==> config.mk <==
export PLATFORM = sky130hd
export DESIGN_NAME = regfile_wb_arbiter
export DESIGN_NICKNAME = d
export VERILOG_FILES = /design/src/rtl/regfile_wb_arbiter.sv
export SDC_FILE = /design/constraint.sdc
export NUM_CORES = 1
export LEC_CHECK = 0
export CORE_MARGIN = 5
export CORE_UTILIZATION = 35
export DETAILED_ROUTE_END_ITERATION = 7
export PLACE_DENSITY = 0.71
export SLEW_MARGIN = 5
export SYNTH_ARGS = -nofsm -noshare
export SYNTH_HDL_FRONTEND = slang
export SYNTH_SLANG_ARGS = --single-unit
==> constraint.sdc <==
create_clock -name clk -period 8.05 [get_ports clk]
set_clock_uncertainty 0.2 [all_clocks]
set_input_delay 1.61 -clock clk [delete_from_list [all_inputs] [get_ports clk]]
set_output_delay 1.61 -clock clk [all_outputs]
set_load 0.02 [all_outputs]
==> src/rtl/regfile_wb_arbiter.sv <==
// Register-file write-port arbiter.
// Shares one register-file write port between the pipeline writeback and a
// small in-order queue of multi-cycle-unit results. Writeback normally wins.
// A starvation counter forces the queue head through after STARVE_LIMIT
// blocked cycles. A writeback to a register that has older queued results
// kills those entries (write-after-write), so a stale result never overwrites
// a newer one.
//
// grant  | meaning
// FORCE  | queue starved: head drains, a real writeback is stalled
// WB     | pipeline writeback wins the port
// QUEUE  | port idle otherwise, head drains
// NONE   | nothing to write
module regfile_wb_arbiter #(
  parameter int DEPTH        = 2,
  parameter int STARVE_LIMIT = 4
) (
  input  logic        clk,
  input  logic        reset,
  input  logic        wb_valid,
  input  logic [4:0]  wb_addr,
  input  logic [31:0] wb_data,
  output logic        wb_stall,
  input  logic        mdu_valid,
  output logic        mdu_ready,
  input  logic [4:0]  mdu_addr,
  input  logic [31:0] mdu_data,
  output logic        rf_we,
  output logic [4:0]  rf_waddr,
  output logic [31:0] rf_wdata,
  input  logic [4:0]  raddr1,
  input  logic [4:0]  raddr2,
  output logic        pend1,
  output logic        pend2
);

  localparam int            AW       = (DEPTH > 1) ? $clog2(DEPTH) : 1;
  localparam logic [AW:0]   DEPTH_C  = (AW + 1)'(DEPTH);
  localparam logic [3:0]    STARVE_C = 4'(STARVE_LIMIT);

  logic          q_valid [DEPTH];
  logic [4:0]    q_addr  [DEPTH];
  logic [31:0]   q_data  [DEPTH];

  logic [AW-1:0] wr_ptr;
  logic [AW-1:0] rd_ptr;
  logic [AW:0]   count;
  logic [3:0]    starve_cnt;

  logic          q_nonempty;
  logic          wb_req;
  logic          push_en;
  logic          pop;
  logic          wb_grant;
  logic          head_valid;
  logic [4:0]    head_addr;
  logic [31:0]   head_data;

  // Address 0 is the hardwired zero register: such requests are accepted but never written.
  assign q_nonempty = (count != '0);
  assign wb_req     = wb_valid && (wb_addr != 5'd0);
  assign mdu_ready  = reset && (count < DEPTH_C);
  assign push_en    = mdu_valid && mdu_ready && (mdu_addr != 5'd0);
  assign head_valid = q_valid[rd_ptr];
  assign head_addr  = q_addr[rd_ptr];
  assign head_data  = q_data[rd_ptr];

  // Per-cycle grant resolution and write-port drive; a killed head still pops but does not write.
  always_comb begin
    wb_grant = 1'b0;
    pop      = 1'b0;
    rf_we    = 1'b0;
    rf_waddr = 5'd0;
    rf_wdata = 32'd0;
    wb_stall = 1'b0;
    if (reset) begin
      if (q_nonempty && (starve_cnt == STARVE_C)) begin
        pop      = 1'b1;
        wb_stall = wb_req;
        if (head_valid) begin
          rf_we    = 1'b1;
          rf_waddr = head_addr;
          rf_wdata = head_data;
        end
      end else if (wb_req) begin
        wb_grant = 1'b1;
        rf_we    = 1'b1;
        rf_waddr = wb_addr;
        rf_wdata = wb_data;
      end else if (q_nonempty) begin
        pop = 1'b1;
        if (head_valid) begin
          rf_we    = 1'b1;
          rf_waddr = head_addr;
          rf_wdata = head_data;
        end
      end
    end
  end

  // Pending-write lookup for decode; an entry becomes visible the cycle after it is pushed.
  always_comb begin
    pend1 = 1'b0;
    pend2 = 1'b0;
    if (reset) begin
      for (int i = 0; i < DEPTH; i++) begin
        if (q_valid[i] && (raddr1 != 5'd0) && (q_addr[i] == raddr1)) pend1 = 1'b1;
        if (q_valid[i] && (raddr2 != 5'd0) && (q_addr[i] == raddr2)) pend2 = 1'b1;
      end
    end
  end

  // Entry payload storage; contents are don't-care while the valid bit is clear.
  always_ff @(posedge clk) begin
    if (push_en) begin
      q_addr[wr_ptr] <= mdu_addr;
      q_data[wr_ptr] <= mdu_data;
    end
  end

  // Entry valid bits: WAW kill, clear on pop, set on push.
  always_ff @(posedge clk) begin
    if (!reset) begin
      for (int i = 0; i < DEPTH; i++) q_valid[i] <= 1'b0;
    end else begin
      for (int i = 0; i < DEPTH; i++) begin
        if (wb_grant && q_valid[i] && (q_addr[i] == wb_addr)) q_valid[i] <= 1'b0;
      end
      if (pop)     q_valid[rd_ptr] <= 1'b0;
      if (push_en) q_valid[wr_ptr] <= 1'b1;
    end
  end

  // Pointers wrap naturally at DEPTH; killed entries still occupy a slot until popped.
  always_ff @(posedge clk) begin
    if (!reset) begin
      wr_ptr <= '0;
      rd_ptr <= '0;
      count  <= '0;
    end else begin
      if (push_en) wr_ptr <= wr_ptr + 1'b1;
      if (pop)     rd_ptr <= rd_ptr + 1'b1;
      unique case ({push_en, pop})
        2'b10:   count <= count + 1'b1;
        2'b01:   count <= count - 1'b1;
        default: count <= count;
      endcase
    end
  end

  // Starvation counter: counts writeback wins over a waiting queue, saturating at the limit.
  always_ff @(posedge clk) begin
    if (!reset) begin
      starve_cnt <= 4'd0;
    end else if (pop || !q_nonempty) begin
      starve_cnt <= 4'd0;
    end else if (wb_grant && (starve_cnt != STARVE_C)) begin
      starve_cnt <= starve_cnt + 4'd1;
    end
  end

endmodule

# Word-level counts from Yosys, hierarchy flattened
# Memories as Yosys holds them, arrays and structs flattened. A register that Yosys moved wholly into a read port is not among the register bits.
# Cells that the tools add are included.
# totals
out_inout_bits,42
mem_bits_rw,76
regBits,8
input_bits,88
word_cells,110
memories,3
# mem_list
memory,depth,word_bits,read_ports,rd_clocked_by_memory_dff,write_ports,line,source
q_data,2,32,1,1,1,43,logic [31:0] q_data [DEPTH];
q_addr,2,5,3,1,1,42,logic [4:0] q_addr [DEPTH];
q_valid,2,1,3,1,3,41,logic q_valid [DEPTH];
# classes
n_eq_ne,10
n_mux,56
bitwise,3
order_cmp,1
reduce_logical,28
add_sub_neg,5
# op_table
operator,n
32-bit 2-to-1 mux,5
1-bit 2-to-1 mux,45
5-bit equality test,6
5-bit 2-to-1 mux,5
5-bit nonzero test,4
1-bit logical AND,18
"4-bit by 1-bit adder with 4-bit output, second input constant",1
"4-bit by 3-bit equality test with 1-bit output, second input constant",1
"4-bit by 3-bit inequality test with 1-bit output, second input constant",1
2-bit case mux with 2 select lines,1
2-bit nonzero test,2
"1-bit adder, second input constant",2
"2-bit by 1-bit adder with 2-bit output, second input constant",1
"2-bit by 1-bit equality test with 1-bit output, second input constant",1
"2-bit equality test, second input constant",1
"2-bit < comparator, second input constant",1
1-bit bitwise OR,2
2-bit OR reduction,1
"2-bit by 1-bit subtractor with 2-bit output, second input constant",1
1-bit logical NOT,1
1-bit logical OR,1
1-bit inverter,1
1-bit OR reduction,1

# Longest topological paths before layout
# Gate-level depths: netlist (run 1).
# logic_depth
depth_word,12
mapped_depth,9
mapped_depth_nobuf,9

# Least setup slack after synthesis (run 1)
# No wires, ideal clock.
# synth_timing
kind,input-to-output
from,input wb_addr[0]
to,output rf_wdata[11]
t_required_ps,6240
slack_ps,3142
stages,5
arrival_time_ps,3098
path_buffers,1
cell_sequence,or4_4 > o221ai_2 > nand2_4 > buf_6 > o2bb2ai_1
# synth_between
elab_chain_len,5
# synth_lines
item,line,source
"start, declared",21,"input logic [4:0] wb_addr,"
5-bit nonzero test,61,assign wb_req = wb_valid && (wb_addr != 5'd0);
1-bit logical AND,61,
32-bit 2-to-1 mux,85,end else if (wb_req) begin
32-bit 2-to-1 mux,77,if (q_nonempty && (starve_cnt == STARVE_C)) begin
32-bit 2-to-1 mux,76,if (reset) begin
"end, declared",30,"output logic [31:0] rf_wdata,"
# Every way passes these cells.

# Worst setup path in the final report (run 1)
# layout_timing
from,input wb_addr[0]
to,output rf_waddr[1]
# layout_between
elab_chain_len,5
# layout_lines
item,line,source
5-bit nonzero test,61,
1-bit logical AND,61,
5-bit 2-to-1 mux,85,
5-bit 2-to-1 mux,77,
5-bit 2-to-1 mux,76,
"end, declared",29,"output logic [4:0] rf_waddr,"
# Every way passes these cells.

==> results of run 1 <==
==> per-stage QoR <==
stage | utilization [%] | std cells | total power [mW] | cell area, µm² | setup WS (ns)
after detailed placement | 48.1 | 531 | 0.715 | 5470 | 1.76
final | 50.6 | 547 | 1.10 | 5750 | 1.81
after global routing | 50.6 | 547 | 1.15 | 5750 | 1.60
after global placement | 48.1 | 531 | 0.711 | 5470 | 1.80
after CTS | 50.6 | 547 | 1.11 | 5750 | 1.76
after floorplan | - | 269 | 0.622 | 4050 | 3.14
==> cells by family after synthesis <==
family	count (synthesis)
adders and majority gates	3
AOI/OAI and AO/OA	54
muxes	38
DFF	85
buffers and inverters	17
and+or+nand+nor	37
xor gates and xnor gates	35
==> final timing paths <==
kind | startpoint | depth (start not counted) | end
worst max register to register | count[1]$_SDFFE_PN0P_ | 3 | q_data[0][4]$_DFFE_PP_
worst max-delay path | wb_addr[0] | 6 | rf_waddr[1]
worst min-delay path | starve_cnt[0]$_SDFFE_PP0P_ | 1 | starve_cnt[0]$_SDFFE_PP0P_
worst min register to register | starve_cnt[0]$_SDFFE_PP0P_ | 1 | starve_cnt[0]$_SDFFE_PP0P_
==> per-layer routing <==
metal  part of all wire [%]  up-vias  wire length (µm)
met5                      0        -                 0
met4                    1.8        0               179
met3                    6.9       15               676
met2                     52      110              5050
met1                     40     1356              3860
li1                       -     1316                 -
==> cell type report <==
type | instances | area (µm²)
fill | 1028 | 5620
sequential | 85 | 2440
multi-input combinational | 167 | 1520
timing repair buffer | 130 | 1300
clock buffer | 15 | 279
tap | 143 | 179
inverter | 6 | 22.5
clock inverter | 1 | 5.00
==> cells in the final DEF (no fill, tap or decap), drive strengths merged <==
cell type / instances
o22ai: 2
nor4: 5
or3: 2
edfxtp: 74
dfxtp: 11
nand2: 2
nor2b: 1
nor3: 1
o2bb2ai: 37
nor2: 12
o221ai: 1
o211ai: 1
clkdlybuf4s50: 129
or4: 5
buf: 1
xnor2: 13
clkbuf: 15
inv: 6
clkinv: 1
a41o: 1
o21ai: 7
a21oi: 3
o311ai: 1
nand3: 7
ha: 3
o211a: 1
xor2: 22
nand3b: 1
or3b: 1
mux2i: 38
==> sequential cells by signal, summed over array words and instances, names as in the netlist, named ones only <==
signal,count
q_data,64
count,2
q_valid,2
wr_ptr,1
starve_cnt,4
q_addr,10
rd_ptr,1
==> Yosys cell counts (all sizes together), types with 4 or more instances <==
cell type	instances	area (µm²)
xnor2	13	114
inv	6	22.5
clkbuf	4	16.3
dfxtp	11	220
o21ai	7	35.0
nor4	5	31.3
xor2	22	193
o2bb2ai	37	449
buf	7	66.3
nor2	12	47.6
or4	5	41.3
edfxtp	74	2220
nand3	7	35.0
mux2i	38	380
==> where the power goes <==
part | switching, mW | internal, mW | total, mW
clock network | 0.156 | 0.236 | 0.393
logic | 0.0905 | 0.0974 | 0.188
registers | 0.0121 | 0.503 | 0.515
total | 0.259 | 0.837 | 1.10
==> summary.txt, run 1 <==
Register area share after synthesis = 60.3%
Area Overhead vs Synth = 42.0%
CP top delay family = buffers and inverters
Pwr/cell area = 191 nW/µm²
Top FF cell, synth = edfxtp_1
Gpl congestion = 0.829
Register-to-register setup slack = 5.62 ns
ANT nets after route = 0
Initial antenna violation count = 0
Pin count of the biggest net entering global routing = 39
CTS Buf Count = 9
Max cap viols = 0
Clk_lat worst skew = 0.34 ns
Postcts setup bufs = 0
HPWL Detailed = 6.69 mm
Avg Inst Size Synth = 15.1 µm²
Fin crit period = 6.24 ns
Max Buffers Root-to-Sink = 2
Yosys reg bits = 85
Post-Synth Adder-Cell Area = 0.927%
Status = completed
Post-cts gate resize count = 0
Nets@finish = 490
Congestion Overflow GR = 0
Clk slew on worst S/H paths = 0.06 ns
Final Hold Violating Endpoints = 0
Final period utilization = 77.5%
Max-slew headroom = 20.8%
Htree depth = 3
Initial detailed-routing violation count = 88
DRC violations left = 0
Max-slew violations = 0
Vias per inst = 5.11
Syn_nets = 360
Tot GR Track Use = 14.5%
GR Util met2 = 24.6%
Final setup fails = 0
Rows = 39
WHS = 0.284 ns
RSZ-0062 raised after global routing = no
Via count = 2,797
Setup TNS = 0 ns
Post-synth EDFFs = 74
Crit path cell chain = clkdlybuf4s50_1 > or4_4 > o221ai_2 > nand2_4 > o2bb2ai_1 > clkdlybuf4s50_1
Clock root buffer = clkbuf_16
Crit path DAT = 4.43 ns
Post-Synthesis Cell Area = 4050 µm²
FMAX = 160 MHz
Largest family of logic cells by synthesized area = compound AO/OA/AOI/OAI gates
Slew at the pin closest to its max-slew limit = 1.19 ns
XOR/XNOR Fraction of Synth Area = 7.57%
Critical Path Sink Type = primary output
Die Span X = 118 µm
Max stage delay cell, worst path = clkdlybuf4s50_1
CP Launch Type = primary input
Worst path required time = 6.24 ns
Class of the worst hold path = register to register
Die footprint = 13,800 µm²
Die Span Y = 118 µm
Post-synthesis compound-gate area fraction = 13.9%
Met1 Use GR = 16.5%
First-pass GRT wire length = 15.9 mm
Gr busiest metal = met2
WL/cell = 17.9 µm
Port bufs = 129
WL final = 9.77 mm
CP most frequent cell = clkdlybuf4s50_1
Hold buffers post-CTS = 0
IR drop worst, VDD = 0.0000864 V
Simple-Gate Fraction of Synth Area = 5.31%
Synthesis Warnings = 0
WS Path Type = primary input to primary output
Drt pass-1 iters = 4
CTS Sinks = 85
Max incr delay on CP = 0.64 ns
GR Util met3 = 4.76%
Initial Utilization = 35.6%
Mux contribution to synthesized area = 9.39%
CP Buf/Inv Count = 2
Vias in the first global route = 3,051
TritonCTS clock tree = built
CP Max Fanout = 37
Synth async-reset ratio = 0%
Ratio of cells with drive above 1 in the final layout = 10.4%
Core Footprint = 11,400 µm²
P_leak = 1.83 nW
Diodes inserted = 0
Gate Count Post-Synth = 269
Yosys cell types = 36
I/O pin total = 130
(Power assumes the default switching activity.)
==> inputs of run 2 (changes only) <==
==> constraint.sdc (replaced) <==
create_clock -name clk -period 6.4 [get_ports clk]
set_clock_uncertainty 0.2 [all_clocks]
set_input_delay 1.28 -clock clk [delete_from_list [all_inputs] [get_ports clk]]
set_output_delay 1.28 -clock clk [all_outputs]
set_load 0.02 [all_outputs]
==> summary.txt, run 2 (synthesis gave the netlist of run 1 again) <==
Die Span X = 118 µm (unchanged)
Pin count of the biggest net entering global routing = 39 (unchanged)
CP Launch Type = primary input
Layout filler cell count = 975 (-5.2%)
Post-cts gate resize count = 0 (unchanged)
WL/cell = 17.9 µm (+0.13%)
Worst path required time = 4.92 ns (-1.32 ns)
Slew at the pin closest to its max-slew limit = 1.21 ns (+0.0220 ns)
Number of flip-flops in the largest register = 64 (unchanged)
Register-to-register setup slack = 3.95 ns (-1.67 ns)
Htree depth = 3 (unchanged)
Postcts setup bufs = 0 (unchanged)
Initial antenna violation count = 0 (unchanged)
Biggest regs = q_data (64), q_addr (10), starve_cnt (4)
Final cell count without fillers = 547 (unchanged)
Crit path DAT = 4.12 ns (-0.31 ns)
Commonest non-fill, non-tap cell in the layout = clkdlybuf4s50_1
Max Buffers Root-to-Sink = 2 (unchanged)
Setup crit start = wb_addr[0]
Clock root buffer = clkbuf_16
Top reg by flops = q_data
Multi-input gate area = 1520 µm² (unchanged)
Nets@finish = 491 (+0.20%)
Class of the worst hold path = register to register
Reg2reg start = count[1]$_SDFFE_PN0P_
Clk slew on worst S/H paths = 0.06 ns (about the same)
Storage element area = 2440 µm² (unchanged)
CTS Buf Count = 9 (unchanged)
Placed Cells = 532 (+0.19%)
ANT nets after route = 0 (unchanged)
Rows = 39 (unchanged)
Hold path startpoint = starve_cnt[0]$_SDFFE_PP0P_
First-pass GRT wire length = 15.8 mm (-0.17%)
Critical Path Sink Type = primary output
Via count = 2,749 (-1.7%)
Final setup fails = 0 (unchanged)
I/O pin total = 130 (unchanged)
Initial Utilization = 35.6% (unchanged)
Max cap viols = 0 (unchanged)
Tot GR Track Use = 14.3% (-0.13 points)
Most frequent cells in the layout = clkdlybuf4s50_1, edfxtp_1, mux2i_1
Initial detailed-routing violation count = 113 (+28%)
Core Footprint = 11,400 µm² (unchanged)
Final period utilization = 87.4%
Port bufs = 129 (unchanged)
Clk_lat worst skew = 0.33 ns (about the same)
WS Path Type = primary input to primary output
P_leak = 1.84 nW (+0.43%)
HPWL Detailed = 6.82 mm (+1.9%)
Pwr/cell area = 240 nW/µm² (+26%)
FMAX = 179 MHz
Diodes inserted = 0 (unchanged)
Drt pass-1 iters = 4 (unchanged)
Final Hold Violating Endpoints = 0 (unchanged)
Vias in the first global route = 2,966 (-2.8%)
Setup TNS = 0 ns (unchanged)
Status = completed
Congestion Overflow GR = 0 (unchanged)
TritonCTS clock tree = built
Die Span Y = 118 µm (unchanged)
Reg-to-Reg End = q_data[1][1]$_DFFE_PP_
Max-slew violations = 0 (unchanged)
Die footprint = 13,800 µm² (unchanged)
Vias per inst = 5.03 (-1.7%)
IR drop worst, VDD = 0.000106 V (+23%)
WL final = 9.78 mm (+0.13%)
Hold buffers post-CTS = 0 (unchanged)
Max-slew headroom = 19.3% (-1.5 points)
CP Max Fanout = 37 (unchanged)
DRC violations left = 0 (unchanged)
CTS Sinks = 85 (unchanged)
Worst reg-to-reg path cell count = 3 (unchanged)
Ratio of cells with drive above 1 in the final layout = 11.1% (+0.74 points)
Area Overhead vs Synth = 42.4%
Setup crit end = rf_waddr[1]
Gpl congestion = 0.829 (about the same)
Fin crit period = 5.60 ns
RSZ-0062 raised after global routing = no
## run 2: cell types whose count changed in the layout (fill, tap and decap cells not counted)
cell / before / now
bufinv_16: 0 / 1
clkinvlp_4: 0 / 1
clkinv_2: 1 / 3
clkbuf_16: 10 / 9
buf_12: 0 / 1
clkbuf_8: 1 / 0
clkbuf_1: 4 / 1
## run 2: report_power, final
group | leakage [nW] | switching, mW | internal, mW
clock | 0.138 | 0.201 | 0.298
sequential | 0.769 | 0.0151 | 0.633
combinational | 0.932 | 0.114 | 0.124
## run 2: worst min-delay path by stage
| stage | slack [ns] | endpoint | cells past startpoint |
|---|---|---|---|
| global placement | 0.24 | starve_cnt[0]$_SDFFE_PP0P_ | 1 |
| finish | 0.27 | starve_cnt[0]$_SDFFE_PP0P_ | 1 |
| detailed placement | 0.26 | starve_cnt[0]$_SDFFE_PP0P_ | 1 |
| floorplan | 0.23 | starve_cnt[0]$_SDFFE_PP0P_ | 1 |
| global route | 0.31 | starve_cnt[0]$_SDFFE_PP0P_ | 1 |
| CTS | 0.27 | starve_cnt[0]$_SDFFE_PP0P_ | 1 |
## run 2: final cells by class
cell class,count,share of cell area [%]
sequential,85,42.4
multi-input combinational,167,26.4
timing repair buffer,131,22.9
clock buffer,10,3.97
tap,143,3.10
clock inverter,5,0.911
inverter,6,0.390
## run 2: critical path, cell delays in order
cell and delay [ns]:
clkdlybuf4s50_1 0.50, or4_4 0.59, o221ai_2 0.37, nand2_4 0.42
o2bb2ai_1 0.31, clkdlybuf4s50_1 0.64
## run 2: through the flow
stage	setup slack [ns]	util, %	hold WS (ns)	power, mW	area [µm²]
6_report	0.803	50.7	0.274	1.39	5770
5_1_grt	0.645	50.7	0.310	1.45	5770
4_1_cts	0.778	50.7	0.275	1.40	5770
3_5_place_dp	0.785	48.3	0.261	0.901	5490
3_3_place_gp	0.798	48.3	0.242	0.895	5490
2_1_floorplan	2.15	-	0.230	0.782	4050
## run 2: layer usage
layer	routed length, µm	vias to the layer above	track usage [%]
met2	5070	89	24.7
met1	4030	1331	17.3
met4	129	0	5.38
met3	546	9	3.56
met5	0	-	0
li1	-	1320	-
